File: src/rtl/store_unit_pkg.sv
// Shared definitions for the green datapath load/store units:
// opcode values, opcode field positions and the store FSM encoding.
package store_unit_pkg;

  localparam int ADDR_W_DEF = 8;
  localparam int DATA_W_DEF = 16;

  localparam logic [3:0] OP_ST  = 4'h2;
  localparam logic [3:0] OP_STB = 4'h3;

  localparam int OP_MSB  = 15;
  localparam int OP_LSB  = 12;
  localparam int LEN_MSB = 11;
  localparam int LEN_LSB = 8;
  localparam int OFS_MSB = 7;
  localparam int OFS_LSB = 0;

  typedef enum logic {
    S_IDLE = 1'b0,
    S_FILL = 1'b1
  } state_t;

endpackage

File: src/rtl/store_fifo.sv
// Store queue: synchronous FIFO of (address, data) entries with
// extra-bit wrap pointers so full and empty are distinguishable.
module store_fifo #(
  parameter int DEPTH = 4,
  parameter int W     = 24
) (
  input  logic                       clk,
  input  logic                       rst,
  input  logic                       push,
  input  logic                       pop,
  input  logic [W-1:0]               din,
  output logic [W-1:0]               dout,
  output logic                       full,
  output logic                       empty,
  output logic [$clog2(DEPTH):0]     count
);

  localparam int AW = $clog2(DEPTH);

  logic [W-1:0] mem [DEPTH];
  logic [AW:0]  wr_ptr;
  logic [AW:0]  rd_ptr;

  assign count = wr_ptr - rd_ptr;
  assign empty = (wr_ptr == rd_ptr);
  assign full  = (wr_ptr[AW] != rd_ptr[AW]) && (wr_ptr[AW-1:0] == rd_ptr[AW-1:0]);
  assign dout  = mem[rd_ptr[AW-1:0]];

  always_ff @(posedge clk or posedge rst) begin
    if (rst) begin
      wr_ptr <= '0;
      rd_ptr <= '0;
    end else begin
      if (push && !full) wr_ptr <= wr_ptr + 1'b1;
      if (pop && !empty) rd_ptr <= rd_ptr + 1'b1;
    end
  end

  // Storage carries no reset; pointers alone define validity.
  always_ff @(posedge clk) begin
    if (push && !full) mem[wr_ptr[AW-1:0]] <= din;
  end

endmodule

File: src/rtl/store_unit.sv
// Store unit: decodes single and block-fill stores, queues (addr, data)
// pairs and drains them into the shared RAM port whenever it is granted.
module store_unit #(
  parameter int         DEPTH  = 4,
  parameter int         ADDR_W = store_unit_pkg::ADDR_W_DEF,
  parameter int         DATA_W = store_unit_pkg::DATA_W_DEF,
  parameter logic [3:0] OP_ST  = store_unit_pkg::OP_ST,
  parameter logic [3:0] OP_STB = store_unit_pkg::OP_STB
) (
  input  logic              clk,
  input  logic              rst,
  input  logic              en,
  input  logic              op_valid,
  output logic              op_ready,
  input  logic [DATA_W-1:0] opCode,
  input  logic [DATA_W-1:0] A_in,
  input  logic [DATA_W-1:0] B_in,
  input  logic              ram_grant,
  output logic              ram_we,
  output logic [ADDR_W-1:0] ram_addr,
  output logic [DATA_W-1:0] ram_in,
  output logic              busy,
  output logic              err
);

  import store_unit_pkg::*;

  localparam int EW = ADDR_W + DATA_W;
  localparam int CW = $clog2(DEPTH) + 1;

  state_t            state, state_nxt;
  logic [ADDR_W-1:0] cur_addr, cur_addr_nxt;
  logic [DATA_W-1:0] fill_data, fill_data_nxt;
  logic [3:0]        remaining, remaining_nxt;
  logic              err_nxt;

  logic              push, pop, full, empty;
  logic [EW-1:0]     push_entry, head;
  logic [CW-1:0]     count;
  logic [3:0]        op;
  logic [ADDR_W-1:0] op_addr;
  logic              accept;
  logic              unused_b_hi;

  // Handshake: an opcode is taken on an edge where op_valid && op_ready.
  assign op       = opCode[OP_MSB:OP_LSB];
  assign op_addr  = B_in[ADDR_W-1:0] + ADDR_W'(opCode[OFS_MSB:OFS_LSB]);
  assign op_ready = en && (state == S_IDLE) && !full;
  assign accept   = op_valid && op_ready;
  assign pop      = ram_grant && !empty;
  assign busy     = (state != S_IDLE) || (count != '0);
  assign unused_b_hi = ^B_in[DATA_W-1:ADDR_W];

  always_comb begin
    state_nxt     = state;
    cur_addr_nxt  = cur_addr;
    fill_data_nxt = fill_data;
    remaining_nxt = remaining;
    push          = 1'b0;
    push_entry    = {op_addr, A_in};
    err_nxt       = 1'b0;
    case (state)
      S_IDLE: begin
        if (accept) begin
          if (op == OP_ST) begin
            push = 1'b1;
          end else if (op == OP_STB) begin
            push          = 1'b1;
            cur_addr_nxt  = op_addr + ADDR_W'(1);
            fill_data_nxt = A_in;
            remaining_nxt = opCode[LEN_MSB:LEN_LSB];
            if (opCode[LEN_MSB:LEN_LSB] != 4'd0) state_nxt = S_FILL;
          end else begin
            err_nxt = 1'b1;
          end
        end
      end
      S_FILL: begin
        // The first word went in on accept; remaining counts the rest.
        push_entry = {cur_addr, fill_data};
        if (!full) begin
          push          = 1'b1;
          cur_addr_nxt  = cur_addr + ADDR_W'(1);
          remaining_nxt = remaining - 4'd1;
          if (remaining == 4'd1) state_nxt = S_IDLE;
        end
      end
      default: state_nxt = S_IDLE;
    endcase
  end

  always_ff @(posedge clk or posedge rst) begin
    if (rst) begin
      state     <= S_IDLE;
      cur_addr  <= '0;
      fill_data <= '0;
      remaining <= '0;
      err       <= 1'b0;
      ram_we    <= 1'b0;
      ram_addr  <= '0;
      ram_in    <= '0;
    end else begin
      state     <= state_nxt;
      cur_addr  <= cur_addr_nxt;
      fill_data <= fill_data_nxt;
      remaining <= remaining_nxt;
      err       <= err_nxt;
      ram_we    <= pop;
      if (pop) begin
        ram_addr <= head[EW-1:DATA_W];
        ram_in   <= head[DATA_W-1:0];
      end
    end
  end

  store_fifo #(
    .DEPTH(DEPTH),
    .W    (EW)
  ) u_fifo (
    .clk  (clk),
    .rst  (rst),
    .push (push),
    .pop  (pop),
    .din  (push_entry),
    .dout (head),
    .full (full),
    .empty(empty),
    .count(count)
  );

endmodule

File: config.mk
export PLATFORM = sky130hd
export DESIGN_NAME = store_unit
export DESIGN_NICKNAME = d
export VERILOG_FILES = /design/src/rtl/store_unit_pkg.sv /design/src/rtl/store_fifo.sv /design/src/rtl/store_unit.sv
export SDC_FILE = /design/constraint.sdc
export NUM_CORES = 1
export LEC_CHECK = 0
export CAP_MARGIN = 10
export CORE_MARGIN = 1
export CORE_UTILIZATION = 35
export DETAILED_ROUTE_END_ITERATION = 7
export GPL_ROUTABILITY_DRIVEN = 0
export GPL_TIMING_DRIVEN = 1
export SLEW_MARGIN = 10
export SYNTH_ARGS = -nofsm -noshare
export SYNTH_HDL_FRONTEND = slang
export SYNTH_SLANG_ARGS = --single-unit
export TNS_END_PERCENT = 100
File: constraint.sdc
create_clock -name clk -period 4 [get_ports clk]
set_input_delay 1 -clock clk [delete_from_list [all_inputs] [get_ports clk]]
set_output_delay 1 -clock clk [all_outputs]
set_load 0.01 [all_outputs]
; ---- After elaboration in Yosys (flattened, before gate mapping)
; Memories as Yosys holds them, arrays and structs flattened. A register that Yosys moved wholly into a read port is not among the register bits.
; Index checks and enable logic that the tools add are counted.
[word_totals]
ff_bits = 37
ramBits = 96
elab_cells = 71
n_memories = 1
out_inout_bits = 28
inputBits = 53
[memory_table]
columns = name, depth, width, read_ports, rd_clocked_by_memory_dff, write_ports, line
row1 = u_fifo.mem, 4, 24, 1, 1, 1, store_fifo.sv:20  ; logic [W-1:0] mem [DEPTH];
[classes]
add_sub_neg = 7
n_eq_ne = 10
n_mux = 29
reduce_logical = 14
bitwise_logic = 2
[op_table]
columns = operator, n
row1 = $mux W8, 4
row2 = $mux W24, 1
row3 = $add A8 B1 Y8 const B, 2
row4 = $mux W1, 16
row5 = $mux W4, 4
row6 = $pmux W8 S2, 1
row7 = $add A8 B8 Y8, 1
row8 = $eq A4 B2 Y1 const B, 2
row9 = $pmux W4 S2, 1
row10 = $reduce_and A4 Y1, 2
row11 = $logic_and A1 B1 Y1, 7
row12 = $add A3 B1 Y3 const B, 2
row13 = $ne A2 B2 Y1 const B, 3
row14 = $eq A4 B1 Y1 const B, 1
row15 = $pmux W1 S2, 2
row16 = $reduce_bool A4 Y1, 1
row17 = $sub A4 B1 Y4 const B, 1
row18 = $eq A3 B3 Y1, 1
row19 = $reduce_bool A3 Y1, 1
row20 = $sub A3 B3 Y3, 1
row21 = $eq A2 B2 Y1, 1
row22 = $logic_not A1 Y1, 2
row23 = $ne A2 B1 Y1 const B, 1
row24 = $not A1 Y1, 2
row25 = 2 further kinds, 2

; ---- Logic depth before layout (Yosys ltp)
[depth]
word_depth = 10
mapped_depth = 10
depth_no_buf = 9

; ---- Modules after synthesis
; A second synthesis with hierarchy kept.
[hier_totals]
hier_cells = 421
area_unflattened_um2 = 6829.0
[modules_own_cells]
columns = mod, seq_area_each_um2, area_each_um2, cells_per_inst, n_inst
row1 = store_fifo, 3032.9, 3930.0, 172, 1
row2 = store_unit, 1376.3, 2899.0, 249, 1

; ---- Least setup slack after synthesis
; OpenSTA, ideal clock, no wires.
[synth_timing]
path_type = input to register
start = input port opCode[0]
end = register cur_addr[7]
cell_stages = 8
arrival_time_ns = 2.969
slack_ns = 0.951
required_time_ns = 3.920
setup_time_ns = 0.080
path_buffers = 0
path_cell_list = ha_1 fa_1 a211oi_1 nor3_1 nor3_1 nand4_1 o2bb2ai_1 nor3_2
[synth_via]
elab_chain_len = 6
[synth_rtl]
columns = element, line
row1 = "start, declared", store_unit.sv:15  ; input logic [DATA_W-1:0] opCode,
row2 = $add A8 B8 Y8, store_unit.sv:47  ; assign op_addr = B_in[ADDR_W-1:0] + ADDR_W'(opCode[OFS_MSB:OFS_LSB]);
row3 = $add A8 B1 Y8, store_unit.sv:69  ; cur_addr_nxt = op_addr + ADDR_W'(1);
row4 = $mux W8, store_unit.sv:67  ; end else if (op == OP_STB) begin
row5 = $mux W8, store_unit.sv:65  ; if (op == OP_ST) begin
row6 = $mux W8, store_unit.sv:64  ; if (accept) begin
row7 = $pmux W8 S2, store_unit.sv:62  ; case (state)
row8 = "end signal, assigned", store_unit.sv:104  ; cur_addr <= cur_addr_nxt;
row9 = "end, declared", store_unit.sv:32  ; logic [ADDR_W-1:0] cur_addr, cur_addr_nxt;
; Every way passes these cells. The select of a mux whose other input is x is not followed.
; A chain may end at the register's enable or synchronous reset.

; ---- Worst setup path in the final report
[layout_timing]
start = input port en
end = output port op_ready
[layout_via]
elab_chain_len = 2
[layout_rtl]
columns = element, line
row1 = "start, declared", store_unit.sv:12  ; input logic en,
row2 = $logic_and A1 B1 Y1 (2 in series), store_unit.sv:48  ; assign op_ready = en && (state == S_IDLE) && !full;
row3 = "end, declared", store_unit.sv:14  ; output logic op_ready,
; Every way passes these cells.

==> metrics.md <==
| Metric | Value |
|---|---|
| Status | finished, final reports clean |
| Synth top area share | 0.423 |
| CP most frequent cell | clkdlybuf4s50_1 |
| Vias/cell | 4.98 |
| Power density over the cells | 762 nW/um^2 |
| CP cell instances | clkdlybuf4s50_1, inv_1, a311oi_4, clkdlybuf4s50_1 |
| Largest stage delay, worst path | 610 ps |
| Gr ovfl total | 0 |
| EDFF count, synth | 96 |
| Static leakage | 3.15 nW |
| Diodes inserted | 0 |
| DRT antenna net count | 0 |
| CTS tree | built |
| Worst vdd ir | 0.299 mV |
| Buf+Inv Stages, Crit Path | 3 |
| Critical path endpoint category | output pin |
| CTS Hold Bufs | 0 |
| Ys flop type | edfxtp_1 |
| Final Cycle Share | 0.883 |
| CORE AREA | 18900 um^2 |
| Syn Inst Count | 417 |
| Crit start category | primary input |
| Unique masters post-synth | 45 |
| Synth area leaders | edfxtp_1, dfrtp_1, mux2_2, mux4_2, ha_1 |
| Clock Tree Buf Depth | 2 |
| DP HPWL | 8.90 mm |
| CP Class | in -> out |
| Min-delay worst type | reg -> reg |
| Rows | 50 |
| DRT iter0 DRCs | 206 |
| Setup Skew | 5.37 ps |
| Total negative slack | 0 ps |
| Share of layout cells above drive strength 1 | 0.256 |
| Arrival time at the worst endpoint | 2530 ps |
| Post-CTS Resized | 0 |
| Max_cap viols | 0 |
| Final setup viols | 0 |
| Post-synthesis compound-gate area fraction | 0.0433 |
| Fin crit period | 3530 ps |
| Sequential area share after synthesis | 0.647 |
| Hold WS | 496 ps |
| Netlist Area Pre-Place | 6820 um^2 |
| Total die area | 20000 um^2 |
| Inserted Clock Buffers | 17 |
| Worst path top cell family by delay | buffers and inverters |
| Boundary Pins | 81 |
| Largest net degree at the start of global routing | 31 |
| Average wire per standard cell | 16.9 um |
| Drt pass-1 iters | 4 |
| Synthesized Nets | 489 |
| Normalized max-slew margin | 0.411 |
| Largest family of logic cells by synthesized area | multiplexers |
| Yosys top cell by area | edfxtp_1 |
| Final wirelength | 13.1 mm |
| # clock sinks | 157 |
| RSZ-0062 raised after global routing | false |
| Mean post-synth cell area | 16.3 um^2 |
| H-tree levels | 4 |
| DIE HEIGHT | 142 um |
| Max Freq | 283 MHz |
| Simple-gate share of the synthesized area | 0.0604 |
| Least-Margin Pin Slew | 884 ps |
| Initial Utilization | 0.361 |
| Maximum fanout along the worst path | 3 |
| Area delta synth->final | 24.4% |
| Clock-pin slew of the registers on the worst-case setup and hold paths | 60 ps |
| Slowest CP cell | clkdlybuf4s50_1 |
| Placed cells | 746 |
| Nets | 577 |
| Clock root buffer | clkbuf_16 |
| Async S/R FF share, synth | 0.389 |
| Final hold vios | 0 |
| Antenna violations before repair | 0 |
| Number of remaining DRC errors | 0 |
| Port Buffer Count | 72 |
| Post-Synth Adder-Cell Area | 0.0371 |
| Vias in the first global route | 4122 |
| Mux contribution to synthesized area | 0.178 |
| Worst-Skew Late Latency | 420 ps |
| Die width | 142 um |
| Yosys reg bits | 157 |
| # Post-CTS Setup Buffers | 0 |
| All-Layer GR Usage | 0.145 |
| Worst path required time | 3000 ps |
| Vias after detailed routing | 3861 |
| Post-Synth XOR/XNOR Area | 0.0167 |
| Ys Warns | 0 |
| Global-route wire length before repair | 21.7 mm |
| Non-Filler Instances | 776 |
| Fin util | 0.449 |
| Pins Over Slew Limit | 0 |
synth_stat cells (5+ instances only):
master and count:
edfxtp_1 96, dfrtp_1 61, nor3b_1 5, and3_1 5
xor2_1 6, mux2_2 58, buf_2 11, a21oi_1 17
o21ai_0 10, xnor2_1 7, mux4_2 24, nand2b_1 6
nand2_1 18, inv_1 9, nand3_1 6, nor2_1 13
ha_1 17, o211ai_1 5
worst reg2reg max path, delay by kind of cell, from the launching register on:
kind	cells	cell delay [ps]
AO/OA/AOI/OAI	2	560
adder cells (fa/ha/maj)	1	320
buffers and inverters	1	160
flip-flops	1	400
multiplexers	1	160
AND/OR/NAND/NOR	2	890
cell type report:
type                       count  area (um^2)
tap                          260          325
fill                        1704        10400
multi-input combinational    234         2290
timing repair buffer          85          856
sequential                   157         4410
inverter                      10         37.5
clock buffer                  23          468
clock inverter                 7         91.3
logic make-up (layout without fill, tap and decap cells):
family                     after synthesis  in the layout
AOI/OAI and AO/OA                       46             46
xor gates and xnor gates                13             13
adders and majority gates               19             19
buffers and inverters                   26            125
DFF                                    157            157
muxes                                   84             84
and+or+nand+nor                         72             72
layout by cell type (no fill, tap or decap), types with 6 or more instances in the layout:
| cell type | n |
|---|---|
| a21oi_1 | 17 |
| buf_4 | 10 |
| clkbuf_16 | 17 |
| clkdlybuf4s50_1 | 72 |
| dfrtp_1 | 59 |
| edfxtp_1 | 96 |
| ha_1 | 17 |
| inv_1 | 8 |
| mux2_2 | 58 |
| mux4_2 | 24 |
| nand2_1 | 18 |
| nand2b_1 | 6 |
| nand3_1 | 6 |
| nor2_1 | 13 |
| o21ai_0 | 10 |
| xnor2_1 | 7 |
| xor2_1 | 6 |
through the flow:
step / setup slack (ps) / area, um^2 / power [mW]
floorplan: 951 / 6820 / 4.15
global route: 398 / 8480 / 6.88
finish: 469 / 8480 / 6.46
global placement: 463 / 7920 / 4.93
CTS: 446 / 8480 / 6.56
detailed placement: 453 / 7920 / 5.02
per-layer routing:
layer / routed length [um] / vias up / global-route usage
li1: - / 1779 / -
met1: 5430 / 1981 / 0.175
met2: 7010 / 85 / 0.255
met3: 500 / 16 / 0.0310
met4: 171 / 0 / 0.0549
met5: 0 / - / 0
power by group:
part           leakage (nW)  total, mW  internal (mW)  switching (mW)
clock network         0.273       1.53          0.942           0.587
logic                  1.26       2.31           1.18            1.13
registers              1.62       2.62           2.37           0.251
total                  3.15       6.46           4.49            1.97
worst paths after layout:
check	start	cells after the start	end	slack (ps)
worst max-delay path	en	4	op_ready	470
worst min-delay path	cur_addr[2]$_DFFE_PP0P_	2	cur_addr[2]$_DFFE_PP0P_	500
worst max register to register	u_fifo.wr_ptr[0]$_DFFE_PP0P_	7	remaining[0]$_DFFE_PP0P_	1440
worst min register to register	cur_addr[2]$_DFFE_PP0P_	2	cur_addr[2]$_DFFE_PP0P_	500
max in group asynchronous	rst	3	state$_DFF_PP0_	2280
min in group asynchronous	rst	2	ram_in[2]$_DFFE_PP0P_	990
state kept, by name, indices dropped and copies added (netlist names):
register       count
remaining          4
u_fifo.rd_ptr      3
cur_addr           8
ram_in            16
state              1
ram_addr           8
err                1
u_fifo.wr_ptr      3
u_fifo.mem        96
fill_data         16
ram_we             1
(Power assumes the default switching activity.)
